### config.mk
export PLATFORM = sky130hd
export DESIGN_NAME = loop_down_counter
export DESIGN_NICKNAME = d
export VERILOG_FILES = /design/src/rtl/counter_pkg.sv /design/src/rtl/loop_down_counter.sv
export SDC_FILE = /design/constraint.sdc
export NUM_CORES = 1
export LEC_CHECK = 0
export BUFFER_PORTS_ARGS = -buffer_cell sky130_fd_sc_hd__buf_4
export CAP_MARGIN = 20
export CORE_ASPECT_RATIO = 1.5
export CORE_MARGIN = 1
export CORE_UTILIZATION = 48
export DETAILED_ROUTE_END_ITERATION = 8
export GPL_TIMING_DRIVEN = 0
export PLACE_DENSITY = 0.79
export REMOVE_ABC_BUFFERS = 1
export SYNTH_ARGS = -nofsm -noshare
export SYNTH_HDL_FRONTEND = slang
export SYNTH_SLANG_ARGS = --single-unit
### constraint.sdc
create_clock -name clk -period 1.9 [get_ports clk]
set_input_delay 0.095 -clock clk [delete_from_list [all_inputs] [get_ports clk]]
set_output_delay 0.095 -clock clk [all_outputs]
set_load 0.03 [all_outputs]
### src/rtl/counter_pkg.sv
// Shared types and defaults for the loop/vector-element down-counter.
package counter_pkg;

  localparam int DEFAULT_WIDTH = 10;

  typedef enum logic [1:0] {
    IDLE = 2'd0,
    RUN  = 2'd1,
    DONE = 2'd2
  } loop_cnt_state_t;

endpackage

### src/rtl/loop_down_counter.sv
// Loadable trip-count down-counter: reports remaining count, elapsed index
// and a one-cycle completion pulse to the control FSM.
//
// state | meaning
// IDLE  | no run active; count/index hold last values
// RUN   | counting down, one step per enabled cycle
// DONE  | run finished; done high for this single cycle
module loop_down_counter
  import counter_pkg::*;
#(
  parameter int WIDTH = DEFAULT_WIDTH
) (
  input  logic             clk,
  input  logic             rst,
  input  logic             load,
  input  logic [WIDTH-1:0] load_value,
  input  logic             enable,
  output logic [WIDTH-1:0] count,
  output logic [WIDTH-1:0] index,
  output logic             busy,
  output logic             done
);

  loop_cnt_state_t state_q, state_d;
  logic [WIDTH-1:0] trip_q, trip_d;
  logic [WIDTH-1:0] count_d, index_d;

  always_ff @(posedge clk or negedge rst) begin
    if (!rst) begin
      state_q <= IDLE;
      trip_q  <= '0;
      count   <= '0;
      index   <= '0;
    end else begin
      state_q <= state_d;
      trip_q  <= trip_d;
      count   <= count_d;
      index   <= index_d;
    end
  end

  always_comb begin
    state_d = state_q;
    trip_d  = trip_q;
    count_d = count;
    index_d = index;
    busy    = (state_q == RUN);
    done    = (state_q == DONE);

    // A load restarts from any state, and any enable in the same cycle is dropped.
    if (load) begin
      trip_d  = load_value;
      count_d = load_value;
      index_d = '0;
      state_d = (load_value == '0) ? DONE : RUN;
    end else begin
      case (state_q)
        RUN: begin
          if (enable) begin
            if (count <= WIDTH'(1)) begin
              count_d = '0;
              index_d = trip_q;
              state_d = DONE;
            end else begin
              count_d = count - WIDTH'(1);
              index_d = index + WIDTH'(1);
            end
          end
        end
        DONE:    state_d = IDLE;
        default: state_d = IDLE;
      endcase
    end
  end

endmodule
==> results of run 1 <==
[worst paths after layout]
check	from	endpoint	slack [ns]	depth (start not counted)
setup / recovery	count[4]	count[2]	0.03	5
hold / removal	load_value[2]	trip_q[2]	0.05	3
setup reg to reg	count[4]	count[2]	0.03	5
hold reg to reg	trip_q[5]	index[5]	0.50	2
max in group asynchronous	rst	count[0]	1.30	2
min in group asynchronous	rst	index[6]	0.28	2
[cells in the mapped netlist, types with 2 or more instances]
| library cell | instances |
|---|---|
| a21oi_1 | 10 |
| a221o_1 | 3 |
| a22oi_1 | 2 |
| and3_1 | 6 |
| clkbuf_1 | 5 |
| dfrtp_1 | 32 |
| ha_1 | 3 |
| inv_1 | 10 |
| mux2_2 | 5 |
| nand2_1 | 25 |
| nand3_1 | 9 |
| nor2_1 | 6 |
| nor2b_1 | 2 |
| nor3_1 | 7 |
| nor4_1 | 4 |
| o211ai_1 | 4 |
| o21ai_0 | 23 |
| o311ai_0 | 3 |
| or2_2 | 2 |
[where the power goes]
group          switching (mW)  leakage [nW]  internal [mW]
Sequential             0.0586         0.401          0.733
Clock                   0.251        0.0552          0.389
Combinational           0.203         0.533          0.140
Total                   0.512         0.990           1.26
[final cells by class]
cell class / count / area (sq um)
fillers: 315 / 1200
multi-input cells: 135 / 850
flip-flops and latches: 32 / 803
repair buffers: 44 / 337
clock buffers: 6 / 72.6
well taps: 42 / 52.6
inverters: 10 / 37.5
clock inverters: 2 / 35.0
[metrics by stage]
stage	total power, mW	hold WS (ns)	setup WS, ns	instances	TNS [ns]
global route	1.86	0.0546	-0.0580	271	-0.230
CTS	1.76	0.0486	0.0360	267	0
finish	1.77	0.0496	0.0349	271	0
floorplan	0.966	-0.201	-0.136	177	-0.623
global placement	1.10	0.0554	-0.390	254	-3.62
detailed placement	1.11	0.0550	-0.434	254	-4.24
[flip-flops by register name, indices dropped and copies added (netlist names)]
signal / cells
count: 10
index: 10
state_q: 2
trip_q: 10
[worst max-delay path, stage by stage, from the launching register on]
cell and delay [ns]:
dfrtp_2 0.46, nor4_4 0.34, o2111a_2 0.38, or2_4 0.24
o21ai_0 0.11, a31o_2 0.22
[per-layer routing]
metal | share of wire | track usage | routed length (microns) | vias up
met2 | 0.55 | 0.424 | 2450 | 51
met1 | 0.38 | 0.327 | 1720 | 788
li1 | - | - | - | 759
met4 | 0.017 | 0.130 | 74 | 0
met5 | 0 | 0 | 0 | -
met3 | 0.051 | 0.0545 | 226 | 8
[kinds of logic after synthesis]
kind of cell,share of synthesized area
flops,0.471
simple gates,0.208
xor+xnor,0.0103
compound gates,0.203
mux,0.0390
buf+inv,0.0471
fa+ha+maj,0.0221
[repair_timing]
item | in CTS | in global routing
endpoints found under the setup margin | 18 | 14
pin swaps | 2 | 3
hold endpoints to repair | 32 | 0
buffers inserted | 4 | 4
resized for setup | 7 | 8
hold buffers | 1 | 0
==> flow_metrics.env, run 1 <==
export IMPL_drive_above_1_share=0.306
export IMPL_synth_area_leaders="dfrtp_1, o21ai_0, nand2_1"
export IMPL_syn_to_final_growth_pct=28.7
export IMPL_max_clock_freq_ghz=0.536
export IMPL_antenna_found_initial=0
export IMPL_tightest_slew_ns=0.574
export IMPL_coreArea_sq_um=3380
export IMPL_slew_headroom=0.617
export IMPL_io_buffers=35
export IMPL_clock_latency_ns=0.28
export IMPL_cp_data_required_time_ns=2.07
export IMPL_yosys_warnings=0
export IMPL_cts_tree="built"
export IMPL_grt_max_degree=33
export IMPL_ant_nets=0
export IMPL_dpl_cell_area_sq_um=1970
export IMPL_io_pins=36
export IMPL_final_nets=245
export IMPL_setup_viol=0
export IMPL_leakagePower_nw=0.990
export IMPL_drv_slew=0
export IMPL_antenna_diode_count=0
export IMPL_synth_async_reset_ratio=1.00
export IMPL_setup_worst_path_start_class="register"
export IMPL_grtUsageTotal=0.260
export IMPL_cap_violations=0
export IMPL_yosys_register_bits=32
export IMPL_routed_wl_microns=4470
export IMPL_ys_types=43
export IMPL_worstPathArrival_ns=2.04
export IMPL_synth_cells=185
export IMPL_vias_per_cell=5.93
export IMPL_synth_edf_count=0
export IMPL_cp_end_kind="register"
export IMPL_outcome="completed"
export IMPL_die_h_microns=74.9
export IMPL_finClkSkew_ns=0.00798
export IMPL_vias=1606
export IMPL_detail_route_iter0_violations=72
export IMPL_cts_sinks=32
export IMPL_period_minus_slack_ns=1.87
export IMPL_final_util=0.646
export IMPL_synth_area_leader_cell="dfrtp_1"
export IMPL_rsz0062_at_grt="yes"
export IMPL_mostFrequentLayoutCells="buf_4, dfrtp_1, nand2_1"
export IMPL_h_tree_depth=2
export IMPL_grt_pass1_wl_microns=7180
export IMPL_start_util=0.502
export IMPL_ir_drop_v=0.000620
export IMPL_wl_per_cell_microns=16.5
export IMPL_dieWidth_microns=50.6
export IMPL_synth_seq_area_share=0.471
export IMPL_crit_fanout=10
export IMPL_power_density_nw_per_um2=811
export IMPL_min_path_type="in -> reg"
export IMPL_period_share=0.982
export IMPL_place_hpwl_microns=2910
export IMPL_syn_area_per_cell_sq_um=9.18
export IMPL_place_gp_congestion=0.809
export IMPL_drc=0
export IMPL_cts_made_buffers=5
export IMPL_drt_pre_antenna_iters=4
export IMPL_syn_area_sq_um=1700
export IMPL_synth_top_area_frac=0.471
export IMPL_clk_path_buf_depth=2
export IMPL_final_common_cell="buf_4"
export IMPL_clkTransAtPathRegs_ns=0.07
export IMPL_first_global_vias=1531
export IMPL_cts_root_buf="clkbuf_8"
export IMPL_finalHoldViolations=0
export IMPL_dieArea_sq_um=3790
export IMPL_global_route_overflow_total=0
export IMPL_rows=26
export IMPL_postLayoutCellArea_sq_um=2190
export IMPL_synth_ff_type="dfrtp_1"
export IMPL_crit_type="reg -> reg"
(Power assumes the default switching activity.)
==> inputs of run 2 (changes only) <==
--- a/config.mk
+++ b/config.mk
@@ -5,14 +5,18 @@
 export SDC_FILE = /design/constraint.sdc
 export NUM_CORES = 1
 export LEC_CHECK = 0
+export ABC_AREA = 1
 export BUFFER_PORTS_ARGS = -buffer_cell sky130_fd_sc_hd__buf_4
 export CAP_MARGIN = 20
+export CELL_PAD_IN_SITES_DETAIL_PLACEMENT = 0
+export CELL_PAD_IN_SITES_GLOBAL_PLACEMENT = 1
 export CORE_ASPECT_RATIO = 1.5
 export CORE_MARGIN = 1
-export CORE_UTILIZATION = 48
+export CORE_UTILIZATION = 35
 export DETAILED_ROUTE_END_ITERATION = 8
 export GPL_TIMING_DRIVEN = 0
 export PLACE_DENSITY = 0.79
+export RECOVER_POWER = 50
 export REMOVE_ABC_BUFFERS = 1
 export SYNTH_ARGS = -nofsm -noshare
 export SYNTH_HDL_FRONTEND = slang
==> flow_metrics.env, run 2 <==
export IMPL_outcome="completed"
export IMPL_drive_above_1_share=0.191
export IMPL_wl_per_cell_microns=12.2
export IMPL_ant_nets=0
export IMPL_final_util=0.445
export IMPL_cp_num_buf_inv=3
export IMPL_h_tree_depth=2
export IMPL_setup_worst_path_start_class="register"
export IMPL_global_route_overflow_total=0
export IMPL_synth_async_reset_ratio=1.00
export IMPL_synth_most_common_cell="nand2_1"
export IMPL_antenna_diode_count=0
export IMPL_synth_edf_count=0
export IMPL_largest_registers="count: 10 flops, index: 10 flops, trip_q: 10 flops"
export IMPL_crit_fanout=14
export IMPL_synth_top_area_frac=0.421
export IMPL_coreArea_sq_um=5200
export IMPL_min_path_type="in -> reg"
export IMPL_critical_path_slowest_cell="dfrtp_1"
export IMPL_cap_violations=0
export IMPL_syn_to_final_growth_pct=21.8
export IMPL_place_ws_ns=0.122
export IMPL_synth_commonest_cells="nand2_1, inv_1, dfrtp_1"
export IMPL_vias_per_cell=4.60
export IMPL_rsz0062_at_grt="no"
export IMPL_setup_viol=0
export IMPL_first_global_vias=1642
export IMPL_ir_drop_v=0.000457
export IMPL_antenna_found_initial=0
export IMPL_slew_headroom=0.455
export IMPL_setup_ws_ns=0.139
export IMPL_start_util=0.365
export IMPL_yosys_register_bits=32
export IMPL_num_fill_cells=573
export IMPL_synth_cells=264
export IMPL_synth_seq_area_share=0.421
export IMPL_period_share=0.927
export IMPL_dieWidth_microns=62.2
export IMPL_finalHoldViolations=0
export IMPL_finClkSkew_ns=0.00645
export IMPL_power_density_nw_per_um2=751
export IMPL_detail_route_iter0_violations=58
export IMPL_worstPathArrival_ns=1.93
export IMPL_cts_made_buffers=5
export IMPL_final_nets=320
export IMPL_clk_path_buf_depth=2
export IMPL_final_common_cell="nand2_1"
export IMPL_yosys_warnings=0
export IMPL_io_pins=36
export IMPL_grt_max_degree=33
export IMPL_cp_data_required_time_ns=2.07
export IMPL_syn_area_sq_um=1900
export IMPL_rows=32
export IMPL_cp_end_kind="register"
export IMPL_critPathMaxStageDelay_ns=0.43
export IMPL_cts_tree="built"
export IMPL_tightest_slew_ns=0.818
export IMPL_period_minus_slack_ns=1.76
export IMPL_synth_area_leader_cell="dfrtp_1"
export IMPL_drt_pre_antenna_iters=4
export IMPL_vias=1710
export IMPL_max_clock_freq_ghz=0.568
export IMPL_grt_pass1_wl_microns=7730
export IMPL_die_h_microns=92.3
export IMPL_syn_area_per_cell_sq_um=7.20
export IMPL_crit_type="reg -> reg"
export IMPL_mostFrequentLayoutCells="nand2_1, inv_1, buf_4"
export IMPL_synth_area_leaders="dfrtp_1, nand2_1, inv_1"
export IMPL_clock_latency_ns=0.29
export IMPL_cts_resized=0
export IMPL_place_hpwl_microns=3410
export IMPL_cts_sinks=32
export IMPL_dieArea_sq_um=5740
export IMPL_place_gp_congestion=0.795
export IMPL_grtUsageTotal=0.174
export IMPL_routed_wl_microns=4550
export IMPL_drc=0
export IMPL_crit_family="simple AND/OR/NAND/NOR gates"
export IMPL_io_buffers=35
export IMPL_drv_slew=0
export IMPL_whs_ns=0.0553
export IMPL_setup_tns_ns=0
export IMPL_ys_types=25
export IMPL_clkTransAtPathRegs_ns=0.07
export IMPL_cts_root_buf="clkbuf_8"
export IMPL_leakagePower_nw=1.22
export IMPL_crit_chain="inv_1 > ha_1 > inv_1 > nand2_1 > nand3_2 > nor2_4 > nor2_4 > inv_2 > o21bai_1"
export IMPL_synth_ff_type="dfrtp_1"
-- run 2: area by class of cell --
cell class                 instances  area (sq um)  share of cell area
multi-input combinational        190           928               0.401
inverter                          38           143              0.0616
tap                               68          85.1              0.0367
clock inverter                     2          10.0             0.00432
clock buffer                       6          82.6              0.0357
timing repair buffer              36           267               0.115
sequential                        32           801               0.346
-- run 2: routing by layer --
layer	wire, microns	track usage	vias up
met2	2390	0.321	26
met3	124	0.0274	5
met1	1950	0.198	770
met5	0	0	-
met4	80	0.0698	0
li1	-	-	909
-- run 2: per-stage QoR --
stage	power [mW]	instance area [sq um]	instances
after global placement	1.21	2220	363
after floorplan	1.05	1870	260
final	1.74	2320	372
after global routing	1.84	2320	372
after detailed placement	1.21	2220	363
after CTS	1.76	2320	372
-- run 2: cells by family after synthesis --
kind of cell               share of synthesized area
AOI/OAI and AO/OA                             0.0790
xor gates and xnor gates                      0.0230
adders and majority gates                     0.0197
buffers and inverters                         0.0908
DFF                                            0.421
and+or+nand+nor                                0.366
-- run 2: report_power, final --
part / leakage [nW] / switching, mW / internal, mW / total, mW
clock: 0.0510 / 0.259 / 0.289 / 0.548
sequential: 0.405 / 0.0578 / 0.735 / 0.792
combinational: 0.760 / 0.259 / 0.140 / 0.398
total: 1.22 / 0.576 / 1.16 / 1.74
-- run 2: path summary, 6_finish.rpt --
path                                    start    endpoint  slack (ns)  cells after the start
worst min-delay path            load_value[1]   trip_q[1]        0.06                      3
max in group asynchronous                 rst  state_q[0]        0.95                      2
worst max-delay path                 count[0]    count[7]        0.14                      9
worst max register to register       count[0]    count[7]        0.14                      9
worst min register to register      trip_q[1]   trip_q[1]        0.52                      2
min in group asynchronous                 rst    count[0]        0.44                      2
-- run 2: repair_timing --
item,4_1_cts,5_1_grt
endpoints found under the hold margin,32,0
setup buffers,0,0
hold buffers,1,0
-- run 2: worst reg2reg max path: stages (launching register included) --
cell      delay (ns)
dfrtp_1         0.43
inv_1           0.16
ha_1            0.25
inv_1           0.05
nand2_1         0.07
nand3_2         0.08
nor2_4          0.31
nor2_4          0.12
inv_2           0.09
o21bai_1        0.07
==> inputs of run 3 (changes only) <==
--- a/config.mk
+++ b/config.mk
@@ -8,11 +8,11 @@
 export ABC_AREA = 1
 export BUFFER_PORTS_ARGS = -buffer_cell sky130_fd_sc_hd__buf_4
 export CAP_MARGIN = 20
-export CELL_PAD_IN_SITES_DETAIL_PLACEMENT = 0
-export CELL_PAD_IN_SITES_GLOBAL_PLACEMENT = 1
+export CELL_PAD_IN_SITES_DETAIL_PLACEMENT = 1
+export CELL_PAD_IN_SITES_GLOBAL_PLACEMENT = 2
 export CORE_ASPECT_RATIO = 1.5
 export CORE_MARGIN = 1
-export CORE_UTILIZATION = 35
+export CORE_UTILIZATION = 27
 export DETAILED_ROUTE_END_ITERATION = 8
 export GPL_TIMING_DRIVEN = 0
 export PLACE_DENSITY = 0.79
==> flow_metrics.env, run 3 (synthesized netlist as in run 2, its figures left out) <==
export IMPL_drc=10
export IMPL_io_buffers=35
export IMPL_setup_worst_path_start_class="register"
export IMPL_power_density_nw_per_um2=728
export IMPL_drv_slew=0
export IMPL_critical_path_slowest_cell="dfrtp_1"
export IMPL_setup_ws_ns=0.183
export IMPL_multi_input_area_sq_um=928
export IMPL_wl_per_cell_microns=13.8
export IMPL_die_h_microns=105
export IMPL_clk_path_buf_depth=2
export IMPL_crit_chain="inv_1 > ha_1 > inv_1 > nand2_1 > nand3_2 > nor2_4 > buf_12 > nor2_4 > inv_2 > o21bai_1"
export IMPL_met1_length_microns=2150
export IMPL_final_common_cell="nand2_1"
export IMPL_critPathMaxStageDelay_ns=0.42
export IMPL_worstPathArrival_ns=1.92
export IMPL_antenna_found_initial=0
export IMPL_dieWidth_microns=70.5
export IMPL_final_util=0.341
export IMPL_final_nets=321
export IMPL_place_ws_ns=0.0558
export IMPL_dpl_cell_area_sq_um=2230
export IMPL_clkTransAtPathRegs_ns=0.07
export IMPL_place_gp_congestion=0.741
export IMPL_grt_max_degree=33
export IMPL_start_util=0.278
export IMPL_global_route_overflow_total=0
export IMPL_cts_made_buffers=5
export IMPL_detail_route_iter0_violations=63
export IMPL_leakagePower_nw=1.22
export IMPL_postLayoutCellArea_sq_um=2340
export IMPL_crit_fanout=14
export IMPL_mostFrequentLayoutCells="nand2_1, inv_1, buf_4"
export IMPL_h_tree_depth=2
export IMPL_outcome="finished with violations"
export IMPL_met2_length_microns=2940
export IMPL_grtUsageTotal=0.157
export IMPL_vias=1807
export IMPL_period_share=0.904
export IMPL_largest_registers="count: 10 flops, index: 10 flops, trip_q: 10 flops"
export IMPL_vias_per_cell=4.73
export IMPL_met3_length_microns=107
export IMPL_finalHoldViolations=0
export IMPL_setup_viol=0
export IMPL_cts_resized=0
export IMPL_coreArea_sq_um=6850
export IMPL_io_pins=36
export IMPL_cts_root_buf="clkbuf_8"
export IMPL_rows=37
export IMPL_min_path_type="in -> reg"
export IMPL_num_fill_cells=884
export IMPL_antenna_diode_count=0
export IMPL_place_hpwl_microns=4060
export IMPL_routed_wl_microns=5290
export IMPL_cp_data_required_time_ns=2.10
export IMPL_first_global_vias=1869
export IMPL_finClkSkew_ns=0.00502
export IMPL_cap_violations=0
export IMPL_tightest_slew_ns=0.837
export IMPL_period_minus_slack_ns=1.72
export IMPL_rsz0062_at_grt="no"
export IMPL_cp_end_kind="register"
export IMPL_crit_type="reg -> reg"
export IMPL_syn_to_final_growth_pct=22.9
export IMPL_clock_latency_ns=0.28
export IMPL_topRoutingLayerUsed="met4"
export IMPL_setup_tns_ns=0
export IMPL_slew_headroom=0.442
export IMPL_cts_sinks=32
export IMPL_dieArea_sq_um=7390
export IMPL_drt_pre_antenna_iters=8
export IMPL_seq_area_sq_um=801
export IMPL_grt_pass1_wl_microns=8950
export IMPL_cts_tree="built"
export IMPL_ir_drop_v=0.000270
export IMPL_max_clock_freq_ghz=0.582
export IMPL_ant_nets=0
export IMPL_drive_above_1_share=0.191
export IMPL_violations="DRC"
[run 3: area by class of cell]
| type | instances | share of cell area |
|---|---|---|
| clock buffer | 6 | 0.0310 |
| multi-input combinational | 190 | 0.397 |
| clock inverter | 1 | 0.00214 |
| tap | 78 | 0.0418 |
| inverter | 38 | 0.0610 |
| timing repair buffer | 37 | 0.124 |
| sequential | 32 | 0.343 |
[run 3: worst max-delay path, delay by kind of cell, from the launching register on]
family                     cells  cell delay (ns)
buffers and inverters          4             0.42
DFF                            1             0.42
and+or+nand+nor                4             0.39
adders and majority gates      1             0.26
AOI/OAI and AO/OA              1             0.13
[run 3: where the power goes]
part | switching (mW) | internal (mW)
Combinational | 0.265 | 0.143
Clock | 0.248 | 0.249
Sequential | 0.0616 | 0.735
Total | 0.575 | 1.13
[run 3: what timing repair did]
item	in CTS	in global routing
endpoints found under the hold margin	32	0
hold buffers	1	0
endpoints found under the setup margin	0	21
setup buffers	0	1
[run 3: stage by stage]
stage	total power, mW	instances	hold slack [ns]
floorplan	1.05	260	-0.201
global placement	1.22	373	0.0726
detailed placement	1.22	373	0.0719
CTS	1.73	381	0.0629
global route	1.80	382	0.0913
finish	1.70	382	0.0714
[run 3: metal layers]
metal  GRT usage  up-vias
met4      0.0569        0
met2       0.295       22
met5           0        -
met3      0.0174        7
li1            -      910
met1       0.178      868
[run 3: worst paths after layout]
path,start,endpoint,slack (ns),cells past startpoint
setup / recovery,count[0],count[7],0.18,10
hold / removal,load_value[4],trip_q[4],0.07,3
setup reg to reg,count[0],count[7],0.18,10
hold reg to reg,trip_q[0],trip_q[0],0.52,2
max in group asynchronous,rst,state_q[0],0.91,2
min in group asynchronous,rst,count[0],0.45,2
